## src/rtl/fifo_pkg.sv

```systemverilog
// Shared definitions for fifo_umbral: error-state encoding and the depth derivation.
package fifo_pkg;

    typedef enum logic [1:0] {
        ERR_OK        = 2'd0,
        ERR_OVERFLOW  = 2'd1,
        ERR_UNDERFLOW = 2'd2
    } err_state_t;

    function automatic int unsigned fifo_depth(input int unsigned addr_width);
        return 32'(1) << addr_width;
    endfunction

endpackage

```

## src/rtl/fifo_umbral_if.sv

```systemverilog
// Request/response bundle of one fifo_umbral queue: thresholds, push/pop, data and status flags.
interface fifo_umbral_if #(
    parameter int unsigned DATA_WIDTH = 6,
    parameter int unsigned ADDR_WIDTH = 2
) ();

    logic [ADDR_WIDTH-1:0] umbral_alto;
    logic [ADDR_WIDTH-1:0] umbral_bajo;
    logic                  push;
    logic [DATA_WIDTH-1:0] data_in;
    logic                  pop;
    logic [DATA_WIDTH-1:0] data_out;
    logic                  valid_out;
    logic                  full;
    logic                  empty;
    logic                  almost_full;
    logic                  almost_empty;
    logic                  error;

    modport master (
        output umbral_alto, umbral_bajo, push, data_in, pop,
        input  data_out, valid_out, full, empty, almost_full, almost_empty, error
    );

    modport slave (
        input  umbral_alto, umbral_bajo, push, data_in, pop,
        output data_out, valid_out, full, empty, almost_full, almost_empty, error
    );

endinterface

```

## src/rtl/fifo_mem.sv

```systemverilog
// DEPTH x DATA_WIDTH storage: synchronous write port, asynchronous read port.
module fifo_mem
    import fifo_pkg::*;
#(
    parameter int unsigned DATA_WIDTH = 6,
    parameter int unsigned ADDR_WIDTH = 2
) (
    input  logic                  i_clk,
    input  logic                  i_we,
    input  logic [ADDR_WIDTH-1:0] i_waddr,
    input  logic [DATA_WIDTH-1:0] i_wdata,
    input  logic [ADDR_WIDTH-1:0] i_raddr,
    output logic [DATA_WIDTH-1:0] o_rdata
);

    localparam int unsigned DEPTH = fifo_depth(ADDR_WIDTH);

    logic [DATA_WIDTH-1:0] r_mem [DEPTH];

    // Contents are intentionally not reset; occupancy is tracked by the pointers.
    always_ff @(posedge i_clk) begin
        if (i_we) begin
            r_mem[i_waddr] <= i_wdata;
        end
    end

    assign o_rdata = r_mem[i_raddr];

endmodule

```

## src/rtl/fifo_umbral.sv

```systemverilog
// Synchronous FIFO with programmable almost-full/almost-empty thresholds and sticky error.
// Define FIFO_FWFT_EN for first-word fall-through reads; default is a registered 1-cycle read.
module fifo_umbral
    import fifo_pkg::*;
#(
    parameter int unsigned DATA_WIDTH = 6,
    parameter int unsigned ADDR_WIDTH = 2
) (
    input  logic          clk,
    input  logic          reset,
    fifo_umbral_if.slave  bus
);

    localparam int unsigned DEPTH = fifo_depth(ADDR_WIDTH);
    localparam int unsigned CW    = ADDR_WIDTH + 1;

    logic [ADDR_WIDTH-1:0] r_wr_ptr;
    logic [ADDR_WIDTH-1:0] r_rd_ptr;
    logic [CW-1:0]         r_count;
    err_state_t            r_err_state;
    err_state_t            w_err_next;
    logic                  r_error;

    logic                  w_full;
    logic                  w_empty;
    logic                  w_wr_acc;
    logic                  w_rd_acc;
    logic [DATA_WIDTH-1:0] w_mem_rdata;

    assign w_full   = (r_count == CW'(DEPTH));
    assign w_empty  = (r_count == CW'(0));
    // A pop frees a slot in the same cycle, so a full FIFO still accepts push+pop.
    assign w_wr_acc = bus.push && (!w_full || bus.pop);
    assign w_rd_acc = bus.pop && !w_empty;

    fifo_mem #(
        .DATA_WIDTH (DATA_WIDTH),
        .ADDR_WIDTH (ADDR_WIDTH)
    ) u_mem (
        .i_clk   (clk),
        .i_we    (w_wr_acc),
        .i_waddr (r_wr_ptr),
        .i_wdata (bus.data_in),
        .i_raddr (r_rd_ptr),
        .o_rdata (w_mem_rdata)
    );

    always_ff @(posedge clk) begin
        if (reset) begin
            r_wr_ptr <= '0;
            r_rd_ptr <= '0;
            r_count  <= '0;
        end else begin
            if (w_wr_acc) begin
                r_wr_ptr <= r_wr_ptr + ADDR_WIDTH'(1);
            end
            if (w_rd_acc) begin
                r_rd_ptr <= r_rd_ptr + ADDR_WIDTH'(1);
            end
            r_count <= r_count + CW'(w_wr_acc) - CW'(w_rd_acc);
        end
    end

`ifdef FIFO_FWFT_EN
    assign bus.data_out  = w_mem_rdata;
    assign bus.valid_out = !w_empty;
`else
    logic [DATA_WIDTH-1:0] r_data_out;
    logic                  r_valid_out;

    always_ff @(posedge clk) begin
        if (reset) begin
            r_data_out  <= '0;
            r_valid_out <= 1'b0;
        end else begin
            r_valid_out <= w_rd_acc;
            if (w_rd_acc) begin
                r_data_out <= w_mem_rdata;
            end
        end
    end

    assign bus.data_out  = r_data_out;
    assign bus.valid_out = r_valid_out;
`endif

    // Thresholds are live inputs, so these flags track them without a register stage.
    assign bus.full         = w_full;
    assign bus.empty        = w_empty;
    assign bus.almost_full  = (r_count >= (CW'(DEPTH) - CW'(bus.umbral_alto)));
    assign bus.almost_empty = (r_count <= CW'(bus.umbral_bajo));
    assign bus.error        = r_error;

    always_ff @(posedge clk) begin
        if (reset) begin
            r_err_state <= ERR_OK;
            r_error     <= 1'b0;
        end else begin
            r_err_state <= w_err_next;
            r_error     <= (w_err_next != ERR_OK);
        end
    end

    // First error wins; both error states are sticky until reset.
    always_comb begin
        w_err_next = r_err_state;
        case (r_err_state)
            ERR_OK: begin
                if (bus.push && w_full && !bus.pop) begin
                    w_err_next = ERR_OVERFLOW;
                end else if (bus.pop && w_empty) begin
                    w_err_next = ERR_UNDERFLOW;
                end
            end
            default: w_err_next = r_err_state;
        endcase
    end

endmodule

```

## src/flat_wrapper.sv

```systemverilog
// flat-port wrapper written by rule: the top's interface ports become plain ports
module fifo_umbral_flat import fifo_pkg::*;
#(
    parameter int unsigned DATA_WIDTH = 6,
    parameter int unsigned ADDR_WIDTH = 2
)
  (clk, reset, bus_umbral_alto, bus_umbral_bajo, bus_push, bus_data_in, bus_pop, bus_data_out, bus_valid_out, bus_full, bus_empty, bus_almost_full, bus_almost_empty, bus_error);
  fifo_umbral_if #(.DATA_WIDTH(DATA_WIDTH), .ADDR_WIDTH(ADDR_WIDTH)) bus_i ();
  input  logic clk;
  input  logic reset;
  input wire logic [$bits(bus_i.umbral_alto)-1:0] bus_umbral_alto;
  input wire logic [$bits(bus_i.umbral_bajo)-1:0] bus_umbral_bajo;
  input wire logic [$bits(bus_i.push)-1:0] bus_push;
  input wire logic [$bits(bus_i.data_in)-1:0] bus_data_in;
  input wire logic [$bits(bus_i.pop)-1:0] bus_pop;
  output wire logic [$bits(bus_i.data_out)-1:0] bus_data_out;
  output wire logic [$bits(bus_i.valid_out)-1:0] bus_valid_out;
  output wire logic [$bits(bus_i.full)-1:0] bus_full;
  output wire logic [$bits(bus_i.empty)-1:0] bus_empty;
  output wire logic [$bits(bus_i.almost_full)-1:0] bus_almost_full;
  output wire logic [$bits(bus_i.almost_empty)-1:0] bus_almost_empty;
  output wire logic [$bits(bus_i.error)-1:0] bus_error;
  assign bus_i.umbral_alto = bus_umbral_alto;
  assign bus_i.umbral_bajo = bus_umbral_bajo;
  assign bus_i.push = bus_push;
  assign bus_i.data_in = bus_data_in;
  assign bus_i.pop = bus_pop;
  assign bus_data_out = bus_i.data_out;
  assign bus_valid_out = bus_i.valid_out;
  assign bus_full = bus_i.full;
  assign bus_empty = bus_i.empty;
  assign bus_almost_full = bus_i.almost_full;
  assign bus_almost_empty = bus_i.almost_empty;
  assign bus_error = bus_i.error;
  fifo_umbral #(.DATA_WIDTH(DATA_WIDTH), .ADDR_WIDTH(ADDR_WIDTH)) u_core (.clk(clk), .reset(reset), .bus(bus_i));
endmodule
```

## config.mk

```make
export PLATFORM = sky130hd
export DESIGN_NAME = fifo_umbral_flat
export DESIGN_NICKNAME = d
export VERILOG_FILES = /design/src/rtl/fifo_pkg.sv /design/src/rtl/fifo_umbral_if.sv /design/src/rtl/fifo_mem.sv /design/src/rtl/fifo_umbral.sv /design/src/flat_wrapper.sv
export SDC_FILE = /design/constraint.sdc
export NUM_CORES = 1
export LEC_CHECK = 0
export CAP_MARGIN = 10
export CORE_ASPECT_RATIO = 1.2
export CORE_MARGIN = 1.5
export CORE_UTILIZATION = 40
export CTS_BUF_LIST = sky130_fd_sc_hd__clkbuf_8 sky130_fd_sc_hd__clkbuf_16
export CTS_CLUSTER_DIAMETER = 80
export CTS_CLUSTER_SIZE = 10
export DETAILED_ROUTE_END_ITERATION = 16
export PLACE_DENSITY = 0.63
export REMOVE_ABC_BUFFERS = 1
export SYNTH_ARGS = -nofsm -noshare
export SYNTH_HDL_FRONTEND = slang
export SYNTH_SLANG_ARGS = --single-unit
```

## constraint.sdc

```tcl
create_clock -name clk -period 5.43 [get_ports clk]
set_input_delay 1.086 -clock clk [delete_from_list [all_inputs] [get_ports clk]]
set_output_delay 1.086 -clock clk [all_outputs]
set_load 0.1 [all_outputs]
```

## Word level (Yosys, flattened, before mapping)

Memories as Yosys holds them, arrays and structs flattened. A register that Yosys moved wholly into a read port is not among the register bits.
Cells that the tools add are included.
Widths: inputs -> output; s select.

| storage, ports and cells | value |
|---|---|
| bits of input ports | 14 |
| memories | 1 |
| register bits | 11 |
| RAM bits | 24 |
| output and inout bits | 12 |
| logic and storage cells | 32 |

| operators by class | value |
|---|---|
| equal/unequal tests | 1 |
| $add $sub $neg | 5 |
| multiplexer cells | 5 |
| reductions and logical operators | 12 |
| magnitude comparators | 2 |

Memories:

| memory | depth | width | read ports | clocked after Yosys merged registers in | write ports | line | text |
|---|---|---|---|---|---|---|---|
| u_core.u_mem.r_mem | 4 | 6 | 1 | 1 | 1 | fifo_mem.sv:18 | `logic [DATA_WIDTH-1:0] r_mem [DEPTH];` |

Operator list:

| cell | count |
|---|---|
| $mux 2 | 3 |
| $logic_and 1x1->1 | 5 |
| $add 2x1->2 const B | 2 |
| $add 3x1->3 | 1 |
| $eq 3x3->1 const B | 1 |
| $ge 3x3->1 | 1 |
| $le 3x2->1 | 1 |
| $logic_not 1->1 | 3 |
| $logic_not 3->1 | 1 |
| $sub 3x1->3 | 1 |
| $sub 3x2->3 const A | 1 |
| $logic_not 2->1 | 1 |
| $mux 1 | 2 |
| $reduce_bool 2->1 | 1 |
| $logic_or 1x1->1 | 1 |

## Depth between registers and ports, before layout

Gate-level depths: netlist of the first run.

| logic depth | value |
|---|---|
| depth in word-level cells | 6 |
| depth in mapped cells | 8 |
| gate-level depth less buffers | 8 |

## By module

A second synthesis of the first run with hierarchy kept.

| unflattened totals | value |
|---|---|
| cell total of the unflattened synthesis | 131 |
| area total of the unflattened synthesis | 1732.9 µm² |

Modules (own cells, without submodules):

| module | sequential area each (µm²) | times used | area each (µm²) | cells each |
|---|---|---|---|---|
| fifo_mem | 720.7 | 1 | 898.4 | 35 |
| fifo_umbral | 340.3 | 1 | 834.6 | 96 |

## Least setup slack after synthesis of the first run

No wires, ideal clock.

| path | value |
|---|---|
| kind | input-to-output |
| start point | in bus_umbral_bajo[1] |
| end point | out bus_almost_empty |
| cell stages on the path | 4 |
| required time | 4.344 ns |
| arrival time | 3.031 ns |
| path buffers | 0 |
| setup slack | 1.313 ns |
| cells stage by stage | inv_1 -> ha_1 -> a21o_1 -> a21oi_1 |

| between the ends | value |
|---|---|
| cells in the longest elaborated chain, start to end | 1 |

RTL lines:

| item | line | text |
|---|---|---|
| start: declaration | flat_wrapper.sv:12 | `input wire logic [$bits(bus_i.umbral_bajo)-1:0] bus_umbral_bajo;` |
| $le 3x2->1 | fifo_umbral.sv:91 | `assign bus.almost_empty = (r_count <= CW'(bus.umbral_bajo));` |
| end: declaration | flat_wrapper.sv:21 | `output wire logic [$bits(bus_i.almost_empty)-1:0] bus_almost_empty;` |

Every way passes these cells.

## Final worst setup path of the first run

| path | value |
|---|---|
| start point | in bus_umbral_alto[0] |
| end point | out bus_almost_full |

| between the ends | value |
|---|---|
| cells in the longest elaborated chain, start to end | 2 |

RTL lines:

| item | line | text |
|---|---|---|
| start: declaration | flat_wrapper.sv:11 | `input wire logic [$bits(bus_i.umbral_alto)-1:0] bus_umbral_alto;` |
| $sub 3x2->3 | fifo_umbral.sv:90 | `assign bus.almost_full = (r_count >= (CW'(DEPTH) - CW'(bus.umbral_alto)));` |
| $ge 3x3->1 | fifo_umbral.sv:90 |  |
| end: declaration | flat_wrapper.sv:20 | `output wire logic [$bits(bus_i.almost_full)-1:0] bus_almost_full;` |

Every way passes these cells.

==> impl_table.tex, run 1 <==
\begin{tabular}{lr}
\hline
Metric & Value \\
\hline
\multicolumn{2}{l}{\textbf{STA}} \\
Accumulated negative setup slack & 0 ns \\
Worst clock skew & 0.00955 ns \\
Slew Viols, Final & 0 \\
FMAX & 259 MHz \\
Slew at the pin with the worst max-slew slack & roughly 0.98 ns \\
Number of endpoints failing setup at the final stage & 0 \\
Crit path setup slack, layout & 1.57 ns \\
Final min period & 3.86 ns \\
Headroom to the max-slew limit & 34.6\% \\
Final hold violations & 0 \\
Unrepaired setup endpoints after global routing & no \\
Portion of the clock cycle consumed by the worst path in the final layout & 71.1\% \\
\multicolumn{2}{l}{\textbf{Cells and area}} \\
Layout net count & 191 \\
Sequential cell area & 1060 sq um \\
Diodes inserted & 0 \\
Footprint of the multi-input gates & 664 sq um \\
Layout Area Growth over Synthesis & 20.5\% \\
Fill cell total of the finished layout & between 300 and 400 \\
Fraction of final layout cells with drive strength greater than 1 & 15.2\% \\
\multicolumn{2}{l}{\textbf{Synth}} \\
Post-synthesis average cell area & 13.2 sq um \\
Most common flop cell mapped by yosys & sky130\_fd\_sc\_hd\_\_edfxtp\_1 \\
Cell count after synthesis & 137 \\
Syn. warnings & 0 \\
Async set-reset flop share out of synthesis & 0\% \\
Top cell type by total area after synthesis & sky130\_fd\_sc\_hd\_\_edfxtp\_1 \\
Most frequent cell after synthesis & sky130\_fd\_sc\_hd\_\_edfxtp\_1 \\
Number of storage elements in the synthesis netlist & 41 \\
Number of enable flip-flop cells after synthesis & 24 \\
Area fraction of the dominant cell type after synthesis & 39.8\% \\
Synth area leaders & sky130\_fd\_sc\_hd\_\_edfxtp\_1, sky130\_fd\_sc\_hd\_\_dfxtp\_1, sky130\_fd\_sc\_hd\_\_ha\_1 \\
Combined area of all synthesized cells & 1810 sq um \\
Most frequent cells after synthesis & sky130\_fd\_sc\_hd\_\_edfxtp\_1, sky130\_fd\_sc\_hd\_\_dfxtp\_1, sky130\_fd\_sc\_hd\_\_inv\_1, sky130\_fd\_sc\_hd\_\_nand2\_1, sky130\_fd\_sc\_hd\_\_ha\_1 \\
Count of distinct cell types in the synthesized netlist & 31 \\
Seq/Total Area, Yosys & 58.6\% \\
\multicolumn{2}{l}{\textbf{Clocking}} \\
Clock transition at the registers of the reported paths & 0.07 ns \\
Buffers inserted during post-CTS setup optimization & 0 \\
CTS Root Cell & sky130\_fd\_sc\_hd\_\_clkbuf\_8 \\
Deepest clock path buffer count & 2 \\
Count of hold-fix buffers inserted at cts & 0 \\
Number of levels in the clock H-tree & 2 \\
Clock latency on the worst-skew pair & between 0.2 and 0.3 ns \\
Sinks on Clock Net & 41 \\
Number of cells upsized or downsized after cts & 0 \\
Clock buffers created by TritonCTS & 5 \\
TritonCTS clock tree & done \\
\multicolumn{2}{l}{\textbf{Worst setup path}} \\
Critical Setup Path Class & input port to primary output \\
Signal arrival time at the worst endpoint & 2.77 ns \\
Kind of end point of the critical path & primary output \\
Biggest fanout along the worst timing path & 2 \\
Startpoint type of the worst setup path & input port \\
Required time at the endpoint of the critical path & 4.34 ns \\
Setup slack of the worst register-to-register path & 3.16 ns \\
FF-to-FF Start & u\_core.r\_count[2] \\
Launch point of the critical path & bus\_umbral\_alto[0] \\
Register-to-Register Path Depth & 8 \\
\multicolumn{2}{l}{\textbf{Flow run}} \\
Max-cap violations & 0 \\
\multicolumn{2}{l}{\textbf{Routing}} \\
Vias & roughly 1000 \\
Routed via count divided by cell count & 4.73 \\
Post-detailed-routing wire length & 3090 um \\
Initial drt markers & 41 \\
Post-DRT Antenna Nets & 0 \\
Detail-routed net length per standard cell & 14.0 um \\
Router iterations before antenna repair & 4 \\
DRC violations left & 0 \\
\multicolumn{2}{l}{\textbf{Min path}} \\
Type of the most critical hold path & flop to flop \\
Cell count of the worst hold path & 2 \\
Startpoint of the most critical hold path & u\_core.bus.data\_out[3] \\
\multicolumn{2}{l}{\textbf{Global routing}} \\
Vias in the first global route & 1039 \\
Total global routing overflow & 0 \\
Global-route wire length before repair & 4840 um \\
Initial antenna violation count & 0 \\
Global-route usage over all layers & 13.4\% \\
Largest net degree at the start of global routing & 20 \\
\multicolumn{2}{l}{\textbf{Floorplanning}} \\
Effective utilization at floorplan & between 40\% and 50\% \\
Die Span X & 64.4 um \\
Die area & 4940 sq um \\
Number of core rows & 26 \\
Count of boundary I/O pins & 26 \\
Die Y-Extent & $\sim$77 um \\
Area of the core region & 4290 sq um \\
\multicolumn{2}{l}{\textbf{Run status}} \\
Status & finished clean \\
\multicolumn{2}{l}{\textbf{Power and ir drop}} \\
Static Leakage & 0.822 nW \\
Power density cells & 516 nW/um\^{}2 \\
Worst vdd rail ir drop & 0.000224 V \\
\multicolumn{2}{l}{\textbf{Placed design}} \\
Weighted congestion reported at the end of routability-driven placement & 0.739 \\
DP Wirelength & 2210 um \\
Setup slack at placement & $\sim$1.6 ns \\
Count of buffers inserted at the top-level ports & 25 \\
\hline
\end{tabular}
## registers in the layout (all words and copies together) (netlist names)
name and flops:
u_core.r_err_state 2, u_core.bus.valid_out 1, u_core.r_rd_ptr 2, u_core.bus.data_out 6
u_core.r_count 3, u_core.u_mem.r_mem 24, u_core.r_wr_ptr 2, u_core.bus.error 1
## cell type report
cell class	instances	share of cell area, %
inverter	15	2.58
sequential	41	48.7
tap	56	3.21
multi-input combinational	76	30.5
clock inverter	3	0.631
timing repair buffer	25	11.3
clock buffer	5	3.16
## stage by stage
step           hold WS (ns)  utilization (%)  std cells  instance area (sq um)  total power, mW
2_1_floorplan         0.440                -        132                   1780            0.836
3_3_place_gp          0.444             48.8        213                   2100            0.939
3_5_place_dp          0.450             48.8        213                   2100            0.952
4_1_cts               0.460             50.8        221                   2180             1.14
5_1_grt               0.492             50.8        221                   2180             1.19
6_report              0.458             50.8        221                   2180             1.13
## routing by layer
| metal | GRT usage (%) | part of all wire, % | vias to the layer above | wire length [um] |
|---|---|---|---|---|
| li1 | - | - | 528 | - |
| met1 | 15.1 | 43 | 495 | 1310 |
| met2 | 23.1 | 52 | 19 | 1620 |
| met3 | 4.99 | 3.7 | 4 | 113 |
| met4 | 4.47 | 1.4 | 0 | 43 |
| met5 | 0 | 0 | - | 0 |
## power breakdown
group          switching [mW]  internal [mW]  total [mW]
clock network          0.0998         0.0871       0.187
logic                   0.345          0.166       0.511
registers              0.0510          0.377       0.428
total                   0.496          0.630        1.13
## critical path: stages
cell	delay, ns
sky130_fd_sc_hd__clkdlybuf4s50_1	0.49
sky130_fd_sc_hd__inv_1	0.06
sky130_fd_sc_hd__ha_1	0.27
sky130_fd_sc_hd__inv_1	0.05
sky130_fd_sc_hd__ha_1	0.27
sky130_fd_sc_hd__a21o_1	0.15
sky130_fd_sc_hd__a21o_1	0.17
sky130_fd_sc_hd__buf_4	0.23
## path summary, 6_finish.rpt
check | end
worst min register to register | u_core.bus.data_out[3]
worst max-delay path | bus_almost_full
worst max register to register | u_core.r_count[2]
worst min-delay path | u_core.bus.data_out[3]
## placed cells by master (no fill, tap or decap), types with 2 or more instances in the layout
master	Yosys	layout
sky130_fd_sc_hd__a21o_1	3	3
sky130_fd_sc_hd__a21oi_1	10	10
sky130_fd_sc_hd__and2_2	4	4
sky130_fd_sc_hd__buf_4	0	2
sky130_fd_sc_hd__clkbuf_8	0	5
sky130_fd_sc_hd__clkdlybuf4s50_1	0	23
sky130_fd_sc_hd__clkinv_2	0	2
sky130_fd_sc_hd__dfxtp_1	17	17
sky130_fd_sc_hd__edfxtp_1	24	24
sky130_fd_sc_hd__ha_1	12	12
sky130_fd_sc_hd__inv_1	14	15
sky130_fd_sc_hd__mux4_2	6	6
sky130_fd_sc_hd__nand2_1	14	14
sky130_fd_sc_hd__nand2b_1	3	3
sky130_fd_sc_hd__nor2_1	6	6
sky130_fd_sc_hd__nor2b_1	2	2
sky130_fd_sc_hd__xnor2_1	3	3
## cells by family (layout without fill, tap and decap cells)
family / Yosys count / after routing / share of synthesized area [%]
AO/OA/AOI/OAI: 17 / 17 / 6.22
flip-flops: 41 / 41 / 58.6
AND/OR/NAND/NOR: 35 / 35 / 10.8
adder cells (fa/ha/maj): 13 / 13 / 9.41
XOR/XNOR: 3 / 3 / 1.45
buffers and inverters: 20 / 48 / 4.63
multiplexers: 8 / 8 / 8.85
Power figures use the tool's default switching activity.
==> inputs of run 2 (changes only) <==
==> constraint.sdc (replaced) <==
create_clock -name clk -period 3.6 [get_ports clk]
set_input_delay 0.72 -clock clk [delete_from_list [all_inputs] [get_ports clk]]
set_output_delay 0.72 -clock clk [all_outputs]
set_load 0.1 [all_outputs]
==> run 2 against run 1 <==
- combinational power increased by 59%
- wire length is 1.8% lower
- largest cell class unchanged
- clock-buffer cell count unchanged
- highest routed layer unchanged
==> impl_table.tex, run 2 (same netlist as run 1, synthesis figures left out) <==
\begin{tabular}{lr}
\hline
Metric & Value \\
\hline
\multicolumn{2}{l}{\textbf{Cells and area}} \\
Fraction of final layout cells with drive strength greater than 1 & around 16\% \\
Number of flip-flops under the largest register name & 24 \\
Layout Area Growth over Synthesis & 23.0\% \\
Diodes inserted & 0 \\
Most common cell after layout, fill and taps aside & sky130\_fd\_sc\_hd\_\_edfxtp\_1 \\
Final standard cell utilization of the core & between 50\% and 60\% \\
Most frequent cells in the layout & sky130\_fd\_sc\_hd\_\_edfxtp\_1, sky130\_fd\_sc\_hd\_\_clkdlybuf4s50\_1, sky130\_fd\_sc\_hd\_\_dfxtp\_1 \\
Fill cell total of the finished layout & 380 \\
Layout net count & 191 \\
Top register by number of flip-flops & u\_core.u\_mem.r\_mem \\
\multicolumn{2}{l}{\textbf{Run status}} \\
Status & finished clean \\
\multicolumn{2}{l}{\textbf{Clocking}} \\
Count of hold-fix buffers inserted at cts & 0 \\
CTS Root Cell & sky130\_fd\_sc\_hd\_\_clkbuf\_8 \\
Buffers inserted during post-CTS setup optimization & 0 \\
Clock transition at the registers of the reported paths & roughly 0.080 ns \\
Sinks on Clock Net & 41 \\
Clock latency on the worst-skew pair & 0.29 ns \\
Deepest clock path buffer count & 2 \\
Clock buffers created by TritonCTS & 5 \\
TritonCTS clock tree & done \\
Number of cells upsized or downsized after cts & 0 \\
Number of levels in the clock H-tree & 2 \\
\multicolumn{2}{l}{\textbf{STA}} \\
Accumulated negative setup slack & 0 ns \\
Number of endpoints failing setup at the final stage & 0 \\
Unrepaired setup endpoints after global routing & no \\
Final min period & around 3.1 ns \\
FMAX & 324 MHz \\
Portion of the clock cycle consumed by the worst path in the final layout & a little under nine tenths \\
Final hold violations & 0 \\
Worst clock skew & 0.00956 ns \\
Slew Viols, Final & 0 \\
Slew at the pin with the worst max-slew slack & 0.975 ns \\
Headroom to the max-slew limit & a little over a third \\
Final hold slack & 0.459 ns \\
\multicolumn{2}{l}{\textbf{Worst setup path}} \\
Critical path, cell by cell & clkdlybuf4s50\_1, inv\_1, ha\_1, inv\_1, ha\_1, a21o\_1, a21o\_1, buf\_12 \\
Kind of end point of the critical path & primary output \\
Startpoint type of the worst setup path & input port \\
Biggest fanout along the worst timing path & 2 \\
Buffer and inverter count on the worst path & 4 \\
Category of cells accounting for the largest share of critical-path delay & buffers and inverters \\
Required time at the endpoint of the critical path & 2.88 ns \\
Worst flop-to-flop path endpoint & u\_core.r\_count[2] \\
Cell type of the slowest stage on the worst timing path & sky130\_fd\_sc\_hd\_\_clkdlybuf4s50\_1 \\
Critical Setup Path Class & input port to primary output \\
FF-to-FF Start & u\_core.r\_count[2] \\
Register-to-Register Path Depth & 8 \\
Signal arrival time at the worst endpoint & 2.36 ns \\
Setup slack of the worst register-to-register path & 1.25 ns \\
Biggest cell delay along the critical path & 0.49 ns \\
\multicolumn{2}{l}{\textbf{Routing}} \\
Router iterations before antenna repair & 4 \\
DRC violations left & 0 \\
Initial drt markers & 40 \\
Post-detailed-routing wire length & 3030 um \\
Vias & 1059 \\
Post-DRT Antenna Nets & 0 \\
Routed via count divided by cell count & 4.79 \\
Detail-routed net length per standard cell & 13.7 um \\
\multicolumn{2}{l}{\textbf{Min path}} \\
Startpoint of the most critical hold path & u\_core.bus.data\_out[2] \\
Cell count of the worst hold path & 2 \\
Type of the most critical hold path & flop to flop \\
Hold Path End & u\_core.bus.data\_out[2] \\
\multicolumn{2}{l}{\textbf{Floorplanning}} \\
Area of the core region & 4290 sq um \\
Count of boundary I/O pins & 26 \\
Effective utilization at floorplan & between 40\% and 50\% \\
Die Y-Extent & 76.7 um \\
Die area & 4940 sq um \\
Die Span X & 64.4 um \\
Number of core rows & 26 \\
\multicolumn{2}{l}{\textbf{Global routing}} \\
Largest net degree at the start of global routing & 20 \\
Global-route wire length before repair & 5060 um \\
Initial antenna violation count & 0 \\
Total global routing overflow & 0 \\
Vias in the first global route & 1101 \\
Global-route usage over all layers & 13.8\% \\
\multicolumn{2}{l}{\textbf{Placed design}} \\
DP Wirelength & 2220 um \\
Count of buffers inserted at the top-level ports & 25 \\
Weighted congestion reported at the end of routability-driven placement & 0.736 \\
\multicolumn{2}{l}{\textbf{Power and ir drop}} \\
Worst vdd rail ir drop & 0.000334 V \\
Static Leakage & 0.844 nW \\
Power consumption & around 1.8 mW \\
Power density cells & between 800 and 900 nW/um\^{}2 \\
\multicolumn{2}{l}{\textbf{Flow run}} \\
Max-cap violations & 0 \\
\hline
\end{tabular}
==> run 2: cell count changes in the layout (fill, tap and decap cells not counted), sizes merged <==
cell           previous run  this run
buf                       2         4
bufinv                    0         1
clkdlybuf4s50            23        21
clkinv                    2         1
==> run 2: final cells by class <==
cell class / count / area, sq um / share of cell area (%)
Sequential cell: 41 / 1060 / 47.7
Multi-Input combinational cell: 76 / 664 / 29.9
Timing Repair Buffer: 25 / 265 / 11.9
Tap cell: 56 / 70.1 / 3.15
Clock buffer: 5 / 68.8 / 3.09
Inverter: 15 / 56.3 / 2.53
Clock inverter: 3 / 38.8 / 1.74
==> run 2: how the worst max path moves through the flow <==
stage                                   from                to  slack (ns)  cells past startpoint
after floorplan           bus_umbral_bajo[1]  bus_almost_empty        0.22                      4
after detailed placement  bus_umbral_alto[0]   bus_almost_full        0.51                      8
after CTS                 bus_umbral_alto[0]   bus_almost_full        0.50                      8
after global routing      bus_umbral_alto[0]   bus_almost_full        0.44                      8
after global placement    bus_umbral_alto[0]   bus_almost_full        0.57                      8
final                     bus_umbral_alto[0]   bus_almost_full        0.52                      8
==> run 2: worst register-to-register path, stage by stage, from the launching register on <==
cell and delay, ns:
sky130_fd_sc_hd__dfxtp_1 0.40, sky130_fd_sc_hd__o31ai_4 0.48, sky130_fd_sc_hd__inv_2 0.18, sky130_fd_sc_hd__ha_1 0.32
sky130_fd_sc_hd__inv_1 0.04, sky130_fd_sc_hd__ha_1 0.18, sky130_fd_sc_hd__fa_1 0.37, sky130_fd_sc_hd__xnor2_1 0.19
sky130_fd_sc_hd__nor2_1 0.07
==> run 2: report_power, final <==
group | total (mW) | switching, mW | internal, mW
clock network | 0.352 | 0.149 | 0.203
registers | 0.644 | 0.0756 | 0.568
logic | 0.815 | 0.532 | 0.283
==> run 2: layer usage <==
metal	vias up	track usage (%)	wire (um)
li1	527	-	-
met1	511	16.2	1230
met2	19	24.0	1680
met3	2	4.69	123
met4	0	3.83	9
met5	-	0	0
==> run 2: metrics by stage <==
step / instances / setup slack (ns) / area [sq um]
final: 221 / 0.517 / 2220
after global routing: 221 / 0.444 / 2220
after CTS: 221 / 0.498 / 2220
after detailed placement: 213 / 0.506 / 2120
after global placement: 213 / 0.571 / 2120
after floorplan: 132 / 0.215 / 1780
